===== config.mk =====
export PLATFORM = sky130hd
export DESIGN_NAME = sd_resp_rx_ctrl
export DESIGN_NICKNAME = d
export VERILOG_FILES = /design/src/rtl/sd_resp_rx_ctrl.sv
export SDC_FILE = /design/constraint.sdc
export NUM_CORES = 1
export LEC_CHECK = 0
export BUFFER_PORTS_ARGS = -buffer_cell sky130_fd_sc_hd__buf_2
export CAP_MARGIN = 25
export CORE_MARGIN = 1.5
export CORE_UTILIZATION = 44
export CTS_BUF_LIST = sky130_fd_sc_hd__clkbuf_8
export DETAILED_ROUTE_END_ITERATION = 10
export PLACE_DENSITY_LB_ADDON = 0.3
export SLEW_MARGIN = 10
export SYNTH_ARGS = -nofsm -noshare
export SYNTH_HDL_FRONTEND = slang
export SYNTH_SLANG_ARGS = --single-unit

===== constraint.sdc =====
create_clock -name clk -period 2.4 [get_ports clk]
set_input_delay 0.12 -clock clk [delete_from_list [all_inputs] [get_ports clk]]
set_output_delay 0.12 -clock clk [all_outputs]
set_load 0.05 [all_outputs]

===== src/rtl/sd_resp_rx_ctrl.sv =====
// rtl/sd_resp_rx_ctrl.sv - sequences the CMD-line deserializer for one SD card response
module sd_resp_rx_ctrl #(
    parameter int TIMEOUT      = 64,
    parameter int BITS_COUNTER = 8
) (
    input  logic                    clk,
    input  logic                    reset,
    input  logic                    start,
    input  logic                    long_resp,
    input  logic                    check_crc,
    input  logic                    cmd_in,
    output logic                    deser_reset,
    output logic                    deser_enable,
    output logic [BITS_COUNTER-1:0] deser_framesize,
    output logic                    busy,
    output logic                    done,
    output logic                    timeout_err,
    output logic                    crc_err,
    output logic                    end_err
);

    localparam logic [1:0] S_IDLE = 2'd0;
    localparam logic [1:0] S_WAIT = 2'd1;
    localparam logic [1:0] S_RECV = 2'd2;
    localparam logic [1:0] S_DONE = 2'd3;

    localparam int TW = $clog2(TIMEOUT + 1);

    localparam logic [BITS_COUNTER-1:0] L_SHORT     = BITS_COUNTER'(48);
    localparam logic [BITS_COUNTER-1:0] L_LONG      = BITS_COUNTER'(136);
    localparam logic [BITS_COUNTER-1:0] L_FEED_LO_L = BITS_COUNTER'(8);
    localparam logic [BITS_COUNTER-1:0] L_FEED_HI_S = BITS_COUNTER'(39);
    localparam logic [BITS_COUNTER-1:0] L_FEED_HI_L = BITS_COUNTER'(127);
    localparam logic [BITS_COUNTER-1:0] L_LAST_S    = BITS_COUNTER'(47);
    localparam logic [BITS_COUNTER-1:0] L_LAST_L    = BITS_COUNTER'(135);

    logic [1:0]              r_state;
    logic                    r_long;
    logic                    r_check;
    logic [TW-1:0]           r_to_cnt;
    logic [BITS_COUNTER-1:0] r_idx;
    logic [6:0]              r_crc;
    logic                    r_crc_bad;
    logic                    r_timeout_err;
    logic                    r_crc_err;
    logic                    r_end_err;
    logic [BITS_COUNTER-1:0] r_framesize;

    logic [TW-1:0]           w_to_next;
    logic                    w_crc_fb;
    logic [6:0]              w_crc_next;
    logic [BITS_COUNTER-1:0] w_feed_lo;
    logic [BITS_COUNTER-1:0] w_feed_hi;
    logic [BITS_COUNTER-1:0] w_last;
    logic                    w_in_feed;
    logic                    w_in_cmp;
    logic                    w_accept;

    assign w_accept   = (r_state == S_IDLE) && start;
    assign w_to_next  = r_to_cnt + 1'b1;
    assign w_crc_fb   = cmd_in ^ r_crc[6];
    assign w_crc_next = {r_crc[5:0], 1'b0} ^ (w_crc_fb ? 7'h09 : 7'h00);

    // Long (R2) frames exclude the start/transmission/reserved byte from the CRC.
    assign w_feed_lo = r_long ? L_FEED_LO_L : '0;
    assign w_feed_hi = r_long ? L_FEED_HI_L : L_FEED_HI_S;
    assign w_last    = r_long ? L_LAST_L    : L_LAST_S;
    assign w_in_feed = (r_idx >= w_feed_lo) && (r_idx <= w_feed_hi);
    assign w_in_cmp  = (r_idx > w_feed_hi) && (r_idx < w_last);

    assign deser_reset     = reset | w_accept;
    assign deser_enable    = (r_state == S_RECV) || ((r_state == S_WAIT) && !cmd_in);
    assign deser_framesize = r_framesize;
    assign busy            = (r_state != S_IDLE);
    assign done            = (r_state == S_DONE);
    assign timeout_err     = r_timeout_err;
    assign crc_err         = r_crc_err;
    assign end_err         = r_end_err;

    always_ff @(posedge clk) begin
        if (reset) begin
            r_state       <= S_IDLE;
            r_long        <= 1'b0;
            r_check       <= 1'b0;
            r_to_cnt      <= '0;
            r_idx         <= '0;
            r_crc         <= '0;
            r_crc_bad     <= 1'b0;
            r_timeout_err <= 1'b0;
            r_crc_err     <= 1'b0;
            r_end_err     <= 1'b0;
            r_framesize   <= L_SHORT;
        end else begin
            case (r_state)
                S_IDLE: begin
                    if (start) begin
                        r_long        <= long_resp;
                        r_check       <= check_crc;
                        r_framesize   <= long_resp ? L_LONG : L_SHORT;
                        r_to_cnt      <= '0;
                        r_timeout_err <= 1'b0;
                        r_crc_err     <= 1'b0;
                        r_end_err     <= 1'b0;
                        r_state       <= S_WAIT;
                    end
                end
                S_WAIT: begin
                    if (!cmd_in) begin
                        // Start bit is 0, so feeding it into a zero CRC leaves it zero.
                        r_idx     <= BITS_COUNTER'(1);
                        r_crc     <= '0;
                        r_crc_bad <= 1'b0;
                        r_state   <= S_RECV;
                    end else if (w_to_next == TW'(TIMEOUT)) begin
                        r_timeout_err <= 1'b1;
                        r_state       <= S_DONE;
                    end else begin
                        r_to_cnt <= w_to_next;
                    end
                end
                S_RECV: begin
                    if (w_in_feed) begin
                        r_crc <= w_crc_next;
                    end else if (w_in_cmp) begin
                        r_crc <= {r_crc[5:0], 1'b0};
                        if (cmd_in != r_crc[6]) r_crc_bad <= 1'b1;
                    end
                    if (r_idx == w_last) begin
                        r_end_err <= !cmd_in;
                        r_crc_err <= r_check & r_crc_bad;
                        r_state   <= S_DONE;
                    end else begin
                        r_idx <= r_idx + 1'b1;
                    end
                end
                default: r_state <= S_IDLE;
            endcase
        end
    end

endmodule


Yosys cells after proc, flatten, opt, wreduce, memory -nomap -nowiden

Index checks and enable logic that the tools add are counted.

Bits in registers: 38
Output and inout port bits: 15
Input port bits: 6
Word-level logic and storage cells: 92

Bitwise logic cells: 4
Add/subtract/negate cells: 2
Order comparisons: 4
Eq/ne operators: 18
Muxes and demuxes: 34
Reductions and logical operators: 19

Operator list:

| kind                  | count |
|---|---|
| $mux W7               | 7 |
| $mux W8               | 4 |
| $pmux W7 S2           | 2 |
| $pmux W8 S2           | 1 |
| $ne A2 B2 Y1 const B  | 7 |
| $reduce_and A3 Y1     | 4 |
| $mux W1               | 9 |
| $add A8 B1 Y8 const B | 1 |
| $eq A8 B8 Y1          | 1 |
| $ge A8 B4 Y1          | 1 |
| $gt A8 B7 Y1          | 1 |
| $le A8 B7 Y1          | 1 |
| $lt A8 B8 Y1          | 1 |
| $mux W2               | 4 |
| $mux W4               | 2 |
| $pmux W1 S2           | 4 |
| $reduce_and A4 Y1     | 2 |
| $reduce_bool A2 Y1    | 4 |
| $add A7 B1 Y7 const B | 1 |
| $eq A7 B7 Y1 const B  | 1 |
| $xor A7 B4 Y7         | 1 |
| $ne A2 B1 Y1 const B  | 3 |
| $pmux W2 S3           | 1 |
| $reduce_and A5 Y1     | 1 |
| other kinds (13)      | 17 |

Logic depth before layout (Yosys ltp)

Depth after elaboration: 6
Mapped depth: 9

Least setup slack after synthesis

Ideal clock, no wire load.

Kind: register -> register
Start point: register, netlist name deser_framesize[3]
End point: register r_crc[1]
Arrival: 2040 ps
Cell stages (with the launch flop): 9
Setup time: 70 ps
Path slack: 290 ps
Clock period less this slack: 2110 ps
Buffers on the path: 0
Cells stage by stage: dfxtp_1 > inv_1 > ha_1 > and4_1 > nand2_1 > a211oi_2 > a21oi_1 > or4b_1 > o21ai_1

RTL lines:

| item                   | RTL line | text |
|---|---|---|
| end signal: assignment | 123      | `r_crc <= w_crc_next;` |
| end signal: assignment | 125      | `r_crc <= {r_crc[5:0], 1'b0};` |
| end: declaration       | 42       | `logic [6:0] r_crc;` |

==> flow_metrics.tcl <==
set metrics [dict create \
    outcome "complete, no violations" \
    dpl.cell_count 297 \
    numCtsBuffers 5 \
    synth_edf_count 0 \
    netlist.top_cell.by_area "dfxtp_1" \
    drc 0 \
    gp_congestion 0.876 \
    max_freq_mhz 452 \
    netlist_area_um2 1950 \
    place_hpwl_mm 2.97 \
    path_buf_inv 1 \
    synth_area_leaders "dfxtp_1 (32%), ha_1 (10%), a21oi_1 (4.9%)" \
    utilization 0.505 \
    critical_path.top_delay_family "compound AO/OA/AOI/OAI gates" \
    synth_ff_type "dfxtp_1" \
    synth_warnings 0 \
    first_iter_violations 74 \
    grt_usage 0.182 \
    end_kind "flip-flop" \
    cts-htree-levels 2 \
    vias_per_cell 5.58 \
    fin_worst_skew_ns 0.00847 \
    die_area_um2 4850 \
    path_clk_slew_ns 0.07 \
    worst_pin_slew_ns 0.584 \
    ios 21 \
    final.min_clock_period_ns 2.21 \
    syn_to_final_growth_pct 11.7 \
    grt_first_pass_wirelength_mm 7.16 \
    wirelength_mm 4.15 \
    power_leakage_nw 0.851 \
    nNetsFinal 274 \
    core_um2 4320 \
    vdd_drop_max_mv 0.568 \
    ctsHoldBuffers 0 \
    fin_cells 305 \
    cap_violations 0 \
    wl_per_cell_um 13.6 \
    slew_headroom 0.610 \
    slowest_stage "a21oi_1" \
    clock-root-buffer "clkbuf_8" \
    gr-total-overflow 0 \
    synth.most_common_cell "dfxtp_1" \
    detail_route.first_pass.iterations 4 \
    cp.arrival_ns 2.35 \
    ant_nets 0 \
    rsz0062_at_grt "no" \
    fin_tns_setup_ns 0 \
    synth_top_area_share 0.318 \
    clk_latency_ns 0.28 \
    ys_seq_area_frac 0.318 \
    cts_tree "yes" \
    avgSynthCellArea_um2 8.35 \
    power.density_nw_per_um2 898 \
    final-setup-viol-count 0 \
    async_reset_ff_frac 0 \
    cts_setup_buffers 0 \
    final_layout_size_suffix_gt1_frac 0.150 \
    crit_path_start_kind "flip-flop" \
    cts_sinks 31 \
    hp-class "in2reg" \
    synth_cell_types 52 \
    hold_violations 0 \
    ys_ff_latch 31 \
    min_period_over_period 0.922 \
    die_h_um 69.6 \
    vias 1702 \
    synthTopCellsByCount "dfxtp_1 (31), nand2_1 (22), a21oi_1 (19)" \
    num-fill-cells 439 \
    critical_path_class "reg2reg" \
    numPortBuffers 16 \
    path_cells "inv_1 > ha_1 > nand3b_1 > and4b_1 > a211oi_2 > a21oi_2 > a21oi_1 > o32ai_1" \
    required_ns 2.54 \
    grt_pass1_vias 1567 \
    antenna_found_initial 0 \
    grt_start_max_net_pins 29 \
    num_antenna_cells 0 \
    start_util 0.452 \
    rows 24 \
    path_max_fanout 7 \
    clk_path_buf_depth 2 \
    slowest_delay_ns 0.40 \
    netlist_instances 234 \
    slew_violations 0 \
    die_x_um 69.6 \
]
path summary, 6_finish.rpt:
| path | start | end | slack, ns | depth (start not counted) |
|---|---|---|---|---|
| worst max-delay path | deser_framesize[3] | r_crc[5] | 0.19 | 8 |
| worst min-delay path | check_crc | r_check | 0.08 | 3 |
| worst max register to register | deser_framesize[3] | r_crc[5] | 0.19 | 8 |
| worst min register to register | r_check | r_check | 0.47 | 2 |
registers in the layout, summed over array words and instances (netlist names), 2 cells and up:
name / count
deser_framesize: 2
r_state: 2
r_to_cnt: 7
r_idx: 8
r_crc: 7
worst register-to-register path: cells and delay by family, from the launching register on:
family	cells	cell delay [ns]
adders and majority gates	1	0.35
buffers and inverters	1	0.10
AOI/OAI and AO/OA	4	0.97
DFF	1	0.33
and+or+nand+nor	2	0.32
area by class of cell:
type,count,area (µm²),share of cell area
inverters,11,41.3,0.0189
clock inverters,1,3.75,0.00172
repair buffers,23,133,0.0608
well taps,52,65.1,0.0298
clock buffers,7,96.3,0.0442
multi-input cells,180,1220,0.560
flip-flops and latches,31,621,0.284
cells in the final DEF, fill, tap and decap left out, types with 2 or more instances in the layout:
master and n:
and2_1 4, or3_1 2, nand2_1 22, clkbuf_8 7, a21oi_1 18, buf_4 7, nand3b_1 2, xnor2_1 5
nor3_1 2, and4_1 2, o2111ai_1 2, a22oi_1 2, a31oi_1 3, o32ai_1 6, o21ai_0 8, xor2_1 4
a311oi_1 4, o21bai_1 2, nand2b_1 12, buf_2 16, inv_1 12, ha_1 16, nor2_1 16, dfxtp_1 31
conb_1 4, mux2i_1 4, nand3_1 13, and3_1 3
routing by layer:
| metal | global-route usage | wire [µm] | share of wire | up-vias |
|---|---|---|---|---|
| met4 | 0.0620 | 39 | 0.0094 | 0 |
| met1 | 0.245 | 2010 | 0.48 | 786 |
| met3 | 0.0451 | 165 | 0.040 | 6 |
| met5 | 0 | 0 | 0 | - |
| met2 | 0.284 | 1930 | 0.47 | 38 |
| li1 | - | - | - | 872 |
cells by family (layout without fill, tap and decap cells):
group	after synthesis	after routing	synth area share
AOI/OAI and AO/OA	59	59	0.207
xor gates and xnor gates	9	9	0.0403
adders and majority gates	16	16	0.102
buffers and inverters	26	42	0.0647
DFF	31	31	0.318
muxes	4	4	0.0205
other	1	4	0.00192
and+or+nand+nor	88	88	0.246
through the flow:
stage,instance area [µm²],power (mW),hold slack (ns),worst slack (ns)
finish,2180,1.96,0.0848,0.187
global route,2180,2.10,0.0957,0.0290
CTS,2180,1.98,0.0797,0.189
detailed placement,2080,1.52,0.382,0.224
global placement,2080,1.52,0.377,0.264
floorplan,1970,1.30,0.267,0.290
repair_timing:
action                     4_1_cts  5_1_grt
hold endpoints to repair         0        0
setup endpoints to repair        0        6
resized for setup                0        1
where the power goes:
group / internal (mW) / leakage (nW) / total (mW) / switching [mW]
Clock: 0.257 / 0.0557 / 0.448 / 0.190
Combinational: 0.275 / 0.544 / 0.889 / 0.614
Sequential: 0.570 / 0.251 / 0.623 / 0.0534
Total: 1.10 / 0.851 / 1.96 / 0.858
Note: power is estimated with default switching activity, not from simulation.
